$ cat src/rtl/piano_sequencer.sv
// piano_sequencer: a single-divider tone generator for NUM_KEYS keys with two
// play modes.
//   lesson   (mode=0): sounds the lowest-indexed key whose switch is set.
//   autoplay (mode=1): walks a writable song memory of {end, dur, note} entries.
//                      Each entry lasts dur+1 beats and ends with a silent
//                      articulation gap. The walk stops or loops at an end
//                      entry, or after the last address.
// Ports:
//   CLK, RESET        system clock, asynchronous active-high reset
//   MODE              raw button (asynchronous); each rising edge toggles mode
//   LOOP              restart the song after its last entry instead of stopping
//   sw[NUM_KEYS]      lesson key switches
//   song_we/addr/wdata  song memory write port, {end, dur, note};
//                       note >= NUM_KEYS is a rest
//   FREQ              square-wave speaker output
//   key_idx, Led      sounding key index (4'hF = silent) and its one-hot LED
//   mode              1 = autoplay
//   song_ptr          entry being played
//   beat              one-cycle pulse per completed beat
//   done              song finished with LOOP=0
module piano_sequencer #(
  parameter int NUM_KEYS = 8,
  parameter int DIV_W = 18,
  parameter logic [NUM_KEYS*DIV_W-1:0] HALF_PERIODS = {
    18'd95557, 18'd101239, 18'd113636, 18'd127551,
    18'd143172, 18'd151686, 18'd170264, 18'd191110},
  parameter int BEAT_TICKS = 25000000,
  parameter int GAP_TICKS = 2500000,
  parameter int SONG_AW = 5,
  parameter int DUR_W = 3
) (
  input  logic                CLK,
  input  logic                RESET,
  input  logic                MODE,
  input  logic                LOOP,
  input  logic [NUM_KEYS-1:0] sw,
  input  logic                song_we,
  input  logic [SONG_AW-1:0]  song_addr,
  input  logic [DUR_W+4:0]    song_wdata,
  output logic                FREQ,
  output logic [3:0]          key_idx,
  output logic [NUM_KEYS-1:0] Led,
  output logic                mode,
  output logic [SONG_AW-1:0]  song_ptr,
  output logic                beat,
  output logic                done
);

  localparam int DEPTH = 1 << SONG_AW;
  localparam int EW    = DUR_W + 5;
  localparam int TW    = (BEAT_TICKS > 1) ? $clog2(BEAT_TICKS) : 1;
  // The note counter must reach (2**DUR_W)*BEAT_TICKS, the longest note.
  localparam int NW    = $clog2(longint'(2**DUR_W) * longint'(BEAT_TICKS) + 1);
  localparam logic [3:0] KEY_OFF = 4'hF;

  typedef enum logic [1:0] {S_IDLE, S_FETCH, S_PLAY, S_DONE} state_t;

  // ---------------------------------------------------------------- MODE sync
  // Two flops bring the button into the CLK domain. The third flop detects
  // the rising edge, so a held button gives exactly one toggle.
  logic [2:0] m_sync;
  logic       mode_rise;

  always_ff @(posedge CLK or posedge RESET)
    if (RESET) m_sync <= '0;
    else       m_sync <= {m_sync[1:0], MODE};

  assign mode_rise = m_sync[1] & ~m_sync[2];

  // -------------------------------------------------------------- song memory
  // The memory has no reset, so the song survives RESET.
  logic [EW-1:0] song_mem [DEPTH];

  always_ff @(posedge CLK)
    if (song_we) song_mem[song_addr] <= song_wdata;

  // --------------------------------------------------------------- autoplay FSM
  state_t        state;
  logic [EW-1:0] ent;
  logic [TW-1:0] tick;
  logic [NW-1:0] ncnt;
  logic [3:0]    e_note;
  logic [DUR_W-1:0] e_dur;
  logic          e_end;
  logic [NW-1:0] note_len, snd_len;

  assign e_note   = ent[3:0];
  assign e_dur    = ent[DUR_W+3:4];
  assign e_end    = ent[DUR_W+4];
  assign note_len = (NW'(e_dur) + NW'(1)) * NW'(BEAT_TICKS);
  assign snd_len  = note_len - NW'(GAP_TICKS);

  always_ff @(posedge CLK or posedge RESET)
    if (RESET) begin
      state    <= S_IDLE;
      mode     <= 1'b0;
      song_ptr <= '0;
      tick     <= '0;
      ncnt     <= '0;
      ent      <= '0;
      beat     <= 1'b0;
      done     <= 1'b0;
    end else begin
      beat <= 1'b0;
      if (mode_rise) begin
        // A toggle overrides every state. Leaving lesson mode starts the
        // song from entry 0. Entering lesson mode parks the FSM in IDLE.
        mode     <= ~mode;
        state    <= mode ? S_IDLE : S_FETCH;
        song_ptr <= '0;
        tick     <= '0;
        ncnt     <= '0;
        done     <= 1'b0;
      end else begin
        case (state)
          S_FETCH: begin
            // A write to this address in the same cycle lands after the
            // read, so the fetch returns the old entry.
            ent   <= song_mem[song_ptr];
            tick  <= '0;
            ncnt  <= '0;
            state <= S_PLAY;
          end
          S_PLAY: begin
            beat <= (tick == TW'(BEAT_TICKS - 1));
            tick <= (tick == TW'(BEAT_TICKS - 1)) ? '0 : tick + TW'(1);
            if (ncnt == note_len - NW'(1)) begin
              ncnt <= '0;
              if (!e_end && song_ptr != {SONG_AW{1'b1}}) begin
                song_ptr <= song_ptr + SONG_AW'(1);
                state    <= S_FETCH;
              end else if (LOOP) begin
                song_ptr <= '0;
                state    <= S_FETCH;
              end else begin
                state <= S_DONE;
                done  <= 1'b1;
              end
            end else begin
              ncnt <= ncnt + NW'(1);
            end
          end
          default: ;  // IDLE and DONE wait for a mode toggle
        endcase
      end
    end

  // ------------------------------------------------------------ key selection
  logic [NUM_KEYS-1:0] sw_r;
  logic [3:0]          les_key, auto_key, nxt_key;
  logic [NUM_KEYS-1:0] nxt_led;

  always_ff @(posedge CLK or posedge RESET)
    if (RESET) sw_r <= '0;
    else       sw_r <= sw;

  // The loop runs from the top key down, so the lowest set switch wins.
  always_comb begin
    les_key = KEY_OFF;
    for (int k = NUM_KEYS - 1; k >= 0; k--)
      if (sw_r[k]) les_key = 4'(k);
  end

  // Autoplay sounds only before the gap, and only for a real key.
  always_comb begin
    auto_key = KEY_OFF;
    if (state == S_PLAY && ncnt < snd_len && e_note < 4'(NUM_KEYS))
      auto_key = e_note;
  end

  assign nxt_key = mode ? auto_key : les_key;

  for (genvar k = 0; k < NUM_KEYS; k++) begin : g_led
    assign nxt_led[k] = (nxt_key == 4'(k));
  end

  // ----------------------------------------------------------- tone generator
  logic [DIV_W-1:0] half, div;

  always_comb begin
    half = '0;
    for (int k = 0; k < NUM_KEYS; k++)
      if (key_idx == 4'(k)) half = HALF_PERIODS[k*DIV_W +: DIV_W];
  end

  // A key change restarts the divider from 0 with FREQ low. The first rising
  // edge then comes a full half-period later, whatever the old phase was.
  always_ff @(posedge CLK or posedge RESET)
    if (RESET) begin
      key_idx <= KEY_OFF;
      Led     <= '0;
      div     <= '0;
      FREQ    <= 1'b0;
    end else if (nxt_key != key_idx) begin
      key_idx <= nxt_key;
      Led     <= nxt_led;
      div     <= '0;
      FREQ    <= 1'b0;
    end else if (key_idx == KEY_OFF) begin
      div  <= '0;
      FREQ <= 1'b0;
    end else if (div == half - DIV_W'(1)) begin
      div  <= '0;
      FREQ <= ~FREQ;
    end else begin
      div <= div + DIV_W'(1);
    end

endmodule
$ cat config.mk
export PLATFORM = sky130hd
export DESIGN_NAME = piano_sequencer
export DESIGN_NICKNAME = d
export VERILOG_FILES = /design/src/rtl/piano_sequencer.sv
export SDC_FILE = /design/constraint.sdc
export NUM_CORES = 1
export LEC_CHECK = 0
export ABC_AREA = 1
export ABC_CLOCK_PERIOD_IN_PS = 13100
export BUFFER_PORTS_ARGS = -buffer_cell sky130_fd_sc_hd__buf_2
export CAP_MARGIN = 5
export CORE_MARGIN = 3
export CORE_UTILIZATION = 50
export CTS_BUF_LIST = sky130_fd_sc_hd__clkbuf_16
export CTS_CLUSTER_SIZE = 14
export DETAILED_ROUTE_END_ITERATION = 8
export GPL_TIMING_DRIVEN = 0
export PLACE_DENSITY = 0.66
export SLEW_MARGIN = 10
export SYNTH_ARGS = -nofsm -noshare
export SYNTH_HDL_FRONTEND = slang
export SYNTH_SLANG_ARGS = --single-unit
$ cat constraint.sdc
create_clock -name CLK -period 13.1 [get_ports CLK]
set_input_delay 0.655 -clock CLK [delete_from_list [all_inputs] [get_ports CLK]]
set_output_delay 0.655 -clock CLK [all_outputs]
set_load 0.02 [all_outputs]
---- Yosys cells after proc, flatten, opt, wreduce, memory -nomap -nowiden ----
Memories as Yosys holds them, arrays and structs flattened. A register that Yosys moved wholly into a read port is not among the register bits.
Index checks and enable logic that the tools add are counted.
storage, ports and cells
  bits in registers ....................... 105
  bits in latches ......................... 0
  memory bits (writable) .................. 256
  memory bits (read-only) ................. 0
  input bits .............................. 26
  output and inout port bits .............. 21
  logic and storage cells ................. 120
  memories ................................ 1
cells by class
  add/subtract/negate cells ............... 8
  multiply operators ...................... 1
  div/mod/pow operators ................... 0
  magnitude comparators ................... 2
  equal/unequal tests ..................... 25
  shift operators ......................... 0
  mux-type cells .......................... 50
  bitwise logic cells ..................... 5
  reductions and logical operators ........ 15
memory list
  memory    depth  bits a word  rd ports  clocked after memory_dff  wr ports  line  RTL
  song_mem  32     8            1         1                         1         72    logic [EW-1:0] song_mem [DEPTH];
operators with widths
  kind                                                 count
  2-to-1 mux 18 bit                                    11
  2-to-1 mux 28 bit                                    2
  one-hot mux 28 bit (2 select lines)                  1
  2-to-1 mux 25 bit                                    2
  one-hot mux 25 bit (2 select lines)                  1
  2-to-1 mux 4 bit                                     10
  equality test 4 x 3 -> 1 bit, second input constant  8
  adder 28 x 1 -> 28 bit, second input constant        1
  equality test 28 bit                                 1
  < comparator 28 bit                                  1
  subtractor 28 x 1 -> 28 bit, second input constant   1
  subtractor 28 x 22 -> 28 bit, second input constant  1
  adder 25 x 1 -> 25 bit, second input constant        1
  equality test 25 bit, second input constant          1
  2-to-1 mux 5 bit                                     5
  multiplier 4 x 19 -> 22 bit, second input constant   1
  adder 18 x 1 -> 18 bit, second input constant        1
  equality test 18 bit                                 1
  subtractor 18 x 1 -> 18 bit, second input constant   1
  equality test 4 x 2 -> 1 bit, second input constant  4
  2-to-1 mux 1 bit                                     13
  nonzero test 3 bit                                   3
  equality test 4 x 1 -> 1 bit, second input constant  2
  logical NOT 4 bit                                    2
  21 further kinds                                     31

---- Logic depth before layout (Yosys ltp) ----
  word-level depth ........................ 14
  mapped depth ............................ 37
  mapped depth without buffers ............ 36

---- Worst setup path before layout ----
OpenSTA, ideal clock, no wires.
  path kind ............................... register to register
  from .................................... reg ent[4], read port of song_mem
  to ...................................... reg div[10]
  setup time .............................. 0.071 ns
  arrival time ............................ 5.670 ns
  data required time ...................... 13.029 ns
  setup slack ............................. 7.359 ns
  cell stages (with the launch flop) ...... 34
  path buffers ............................ 2
  period minus slack after synthesis ...... 5.741 ns
  path through ............................ dfrtp_1 -> buf_2 -> inv_1 -> ha_1 -> inv_1 -> fa_1 -> xor2_1 -> ha_1 -> a21o_1 -> ha_1 -> nand3_1 -> nand3_1 -> nand2_1 -> nand2_1 -> nor2_1 -> nand2_1 -> a31oi_1 -> inv_1 -> a21oi_1 -> o31ai_1 -> xor2_1 -> ha_1 -> a21oi_1 -> o211ai_1 -> nor3_1 -> nand2_1 -> nand2_2 -> nand3_1 -> nand2_1 -> nand2_1 -> nor2_4 -> nand3_2 -> buf_4 -> nor2_1
on the way
  cells in the longest elaborated chain, start to end .. 10
ends and longest elaborated chain
  what                             line  RTL
  from (decl)                      79    logic [EW-1:0] ent;
  adder 3 x 1 -> 4 bit             90    assign note_len = (NW'(e_dur) + NW'(1)) * NW'(BEAT_TICKS);
  multiplier 4 x 19 -> 22 bit      90
  subtractor 28 x 22 -> 28 bit     91    assign snd_len = note_len - NW'(GAP_TICKS);
  < comparator 28 bit              167   if (state == S_PLAY && ncnt < snd_len && e_note < 4'(NUM_KEYS))
  logical AND 1 bit (2 in series)  167
  2-to-1 mux 4 bit                 167
  2-to-1 mux 4 bit                 171   assign nxt_key = mode ? auto_key : les_key;
  != test 4 bit                    194   end else if (nxt_key != key_idx) begin
  2-to-1 mux 18 bit                194
  to (signal assigned)             206   div <= div + DIV_W'(1);
  to (decl)                        178   logic [DIV_W-1:0] half, div;
No other way between the ends.
A chain may end at the register's enable or synchronous reset.

---- Worst setup path after layout ----
  from .................................... reg ent[4], read port of song_mem
  to ...................................... reg div[9]
Same word-level chain as after synthesis.

==> flow_metrics.py <==
metrics = {
    "sta": {
        "fin_skew_ps": 27.19,
        "rsz0062_at_grt": "no",
        "finalWorstSetupSlack_ps": 6004,
        "max_freq_mhz": 140.9,
        "whs_ps": 79.00,
        "hold_viol": 0,
        "slew_viol_final": 0,
        "finalSetupTns_ps": 0,
        "maxSlewHeadroom_pct": 30.02,
        "fin_crit_sh_pct": 54.17,
        "min_period_ps": 7096,
        "setup-violations-final": 0,
        "worstMarginPinSlew_ps": 1046,
    },
    "hold_path": {
        "hold_path.class": "input pin to async pin",
    },
    "floorplanning": {
        "io_pins": 47,
        "initial_core_util_pct": 51.13,
        "fp.dieH_um": 200.2,
        "die_x_um": 200.2,
        "core_area_um2": 36870,
        "num_rows": 70,
        "fp.dieArea_um2": 40070,
    },
    "clocking": {
        "insertion_delay_ps": 560,
        "post_cts_buffers": 0,
        "holdBufCountCts": 0,
        "ctsRootBufferMaster": "clkbuf_16",
        "cts_sinks": 369,
        "clock_path_buffers": 3,
        "cts-resized-gates": 0,
        "htree_levels": 2,
        "clkTransAtPathRegs_ps": 60,
        "cts_tree": "yes",
        "numCtsBuffers": 38,
    },
    "grt": {
        "gr-usage-all-layers_pct": 24.01,
        "grt_pass1_vias": 14419,
        "grt_antenna_before_repair": 0,
        "grt_max_degree": 86,
        "grt_remaining_overflow": 0,
        "grt_pass1_wl_um": 77310,
    },
    "power": {
        "ir_worst_vdd_mv": 0.2408,
        "powerDensity_nw_per_um2": 281.2,
        "leakagePower_uw": 0.008192,
    },
    "drt": {
        "vias": 14402,
        "wl_met2_um": 22560,
        "routed_wl_um": 48270,
        "ant_nets": 0,
        "wire_per_inst_um": 18.71,
        "drc_errors": 0,
        "drt_iter0_drc": 1342,
        "vias_per_cell": 5.582,
        "drt_pass1_iterations": 5,
        "wl_met3_um": 3706,
        "drt-met1-wl_um": 20670,
        "top_layer": "met4",
    },
    "yosys": {
        "synth_top_area_share_pct": 40.78,
        "async_flop_share_pct": 30.62,
        "synth-edff-count": 256,
        "ys_top_cells_by_area": "edfxtp_1, dfrtp_1, nand2_1",
        "synth_cell_types": 53,
        "syn_area_um2": 18850,
        "synthFlopType": "edfxtp_1",
        "synth-seq-cells": 369,
        "synth_nets": 2053,
        "yosys_warnings": 0,
        "synthCells": 1962,
        "synth-seq-area-share_pct": 55.80,
        "avgSynthCellArea_um2": 9.608,
        "yosys.area.top_type": "edfxtp_1",
    },
    "worst_setup_path": {
        "worst_r2r_path_depth": 31,
        "cpPeakStageDelay_ps": 660,
        "cp.buffers_inverters": 6,
        "critPathArrivalTime_ps": 7560,
        "path_depth": 31,
        "crit_family": "simple AND/OR/NAND/NOR gates",
        "path_max_fanout": 11,
        "endpoint_kind": "register",
        "critPathSlowestCell": "fa_1",
        "worst-setup-path-type": "register to register",
        "start_kind": "register",
        "required_ps": 13560,
    },
    "place": {
        "hpwl_um": 33750,
        "place_area_um2": 19750,
        "port_buffers": 46,
        "place.gp.congestion": 0.9136,
        "pre_cts_slack_ps": 5898,
    },
    "final_layout": {
        "finalInstanceArea_um2": 20860,
        "diodes": 0,
        "area_growth_pct": 10.67,
        "fill_cells": 3193,
        "final_cell_mix": "nand2_1, nor2_1, edfxtp_1",
        "drive_gt1_share_pct": 8.863,
        "fin_nets": 2140,
        "final_common_cell": "nand2_1",
    },
    "flow_run": {
        "cap_violations": 0,
    },
    "outcome": {
        "outcome": "finished clean",
    },
}
-- worst reg2reg max path: cells and delay by family, from the launching register on --
family	cells	cell delay (ps)
AO/OA/AOI/OAI	2	290
AND/OR/NAND/NOR	16	2480
flip-flops	1	490
buffers and inverters	6	1210
adder cells (fa/ha/maj)	5	2040
XOR/XNOR	2	510
-- metrics by stage --
step / power [uW] / std cells / util, %
floorplan: 4059 / 1962 / -
global route: 6442 / 2580 / 56.58
finish: 5866 / 2580 / 56.58
global placement: 4794 / 2512 / 53.46
detailed placement: 4856 / 2513 / 53.55
CTS: 5847 / 2580 / 56.58
-- state kept, by name, summed over array words and instances (netlist names), 4 cells and up --
signal,count
ncnt,28
song_mem,256
sw_r,8
div,18
ent,8
Led,8
key_idx,4
song_ptr,5
tick,25
-- where the power goes --
group,switching [uW],leakage [uW],total [uW],internal (uW)
clock network,450,0.000593,982,532
registers,45.5,0.00382,1350,1310
logic,2390,0.00378,3530,1140
total,2890,0.00819,5870,2980
-- final cells by class --
| type | count | area [um^2] | area share (%) |
|---|---|---|---|
| multi-input cells | 1348 | 7365 | 35.30 |
| repair buffers | 47 | 257.7 | 1.235 |
| plain buffers | 70 | 310.3 | 1.487 |
| clock inverters | 29 | 167.7 | 0.8036 |
| inverters | 175 | 661.9 | 3.172 |
| flip-flops and latches | 369 | 10520 | 50.42 |
| clock buffers | 38 | 950.9 | 4.558 |
| well taps | 504 | 630.6 | 3.022 |
-- cells by family (layout without fill, tap and decap cells) --
family / after synthesis / in the layout / share of synthesized area, %
AND/OR/NAND/NOR: 883 / 883 / 20.63
flip-flops: 369 / 369 / 55.80
XOR/XNOR: 82 / 82 / 3.810
adder cells (fa/ha/maj): 65 / 65 / 4.553
AO/OA/AOI/OAI: 318 / 318 / 10.07
buffers and inverters: 245 / 359 / 5.130
-- synth_stat cells (7+ instances only) --
master      n
nand3_1   122
dfrtp_1   109
o221ai_1   25
nor3_1     32
a21oi_1    36
clkbuf_1   58
nand3_2     8
nor2_1    296
ha_1       59
nand2_1   313
nand4_1    46
xor2_1     63
o21ai_0   171
xnor2_1    19
edfxtp_1  256
o211ai_1    9
nor2_2      7
nand2_2    24
inv_1     170
o22ai_1    39
nor4_1      7
a21oi_2    18
-- layer usage --
metal,global-route usage (%),vias to the layer above
li1,-,6919
met1,32.83,6840
met2,39.92,547
met3,3.494,96
met4,7.455,0
met5,0,-
-- final timing paths --
path,start,endpoint,slack (ps)
max,ent[4],div[9],6000
min,RESET,div[6],80
max reg2reg,ent[4],div[9],6000
min reg2reg,m_sync[0],m_sync[1],360
max in group asynchronous,RESET,key_idx[2],12300
min in group CLK,sw[7],sw_r[7],220
Power figures use the tool's default switching activity.
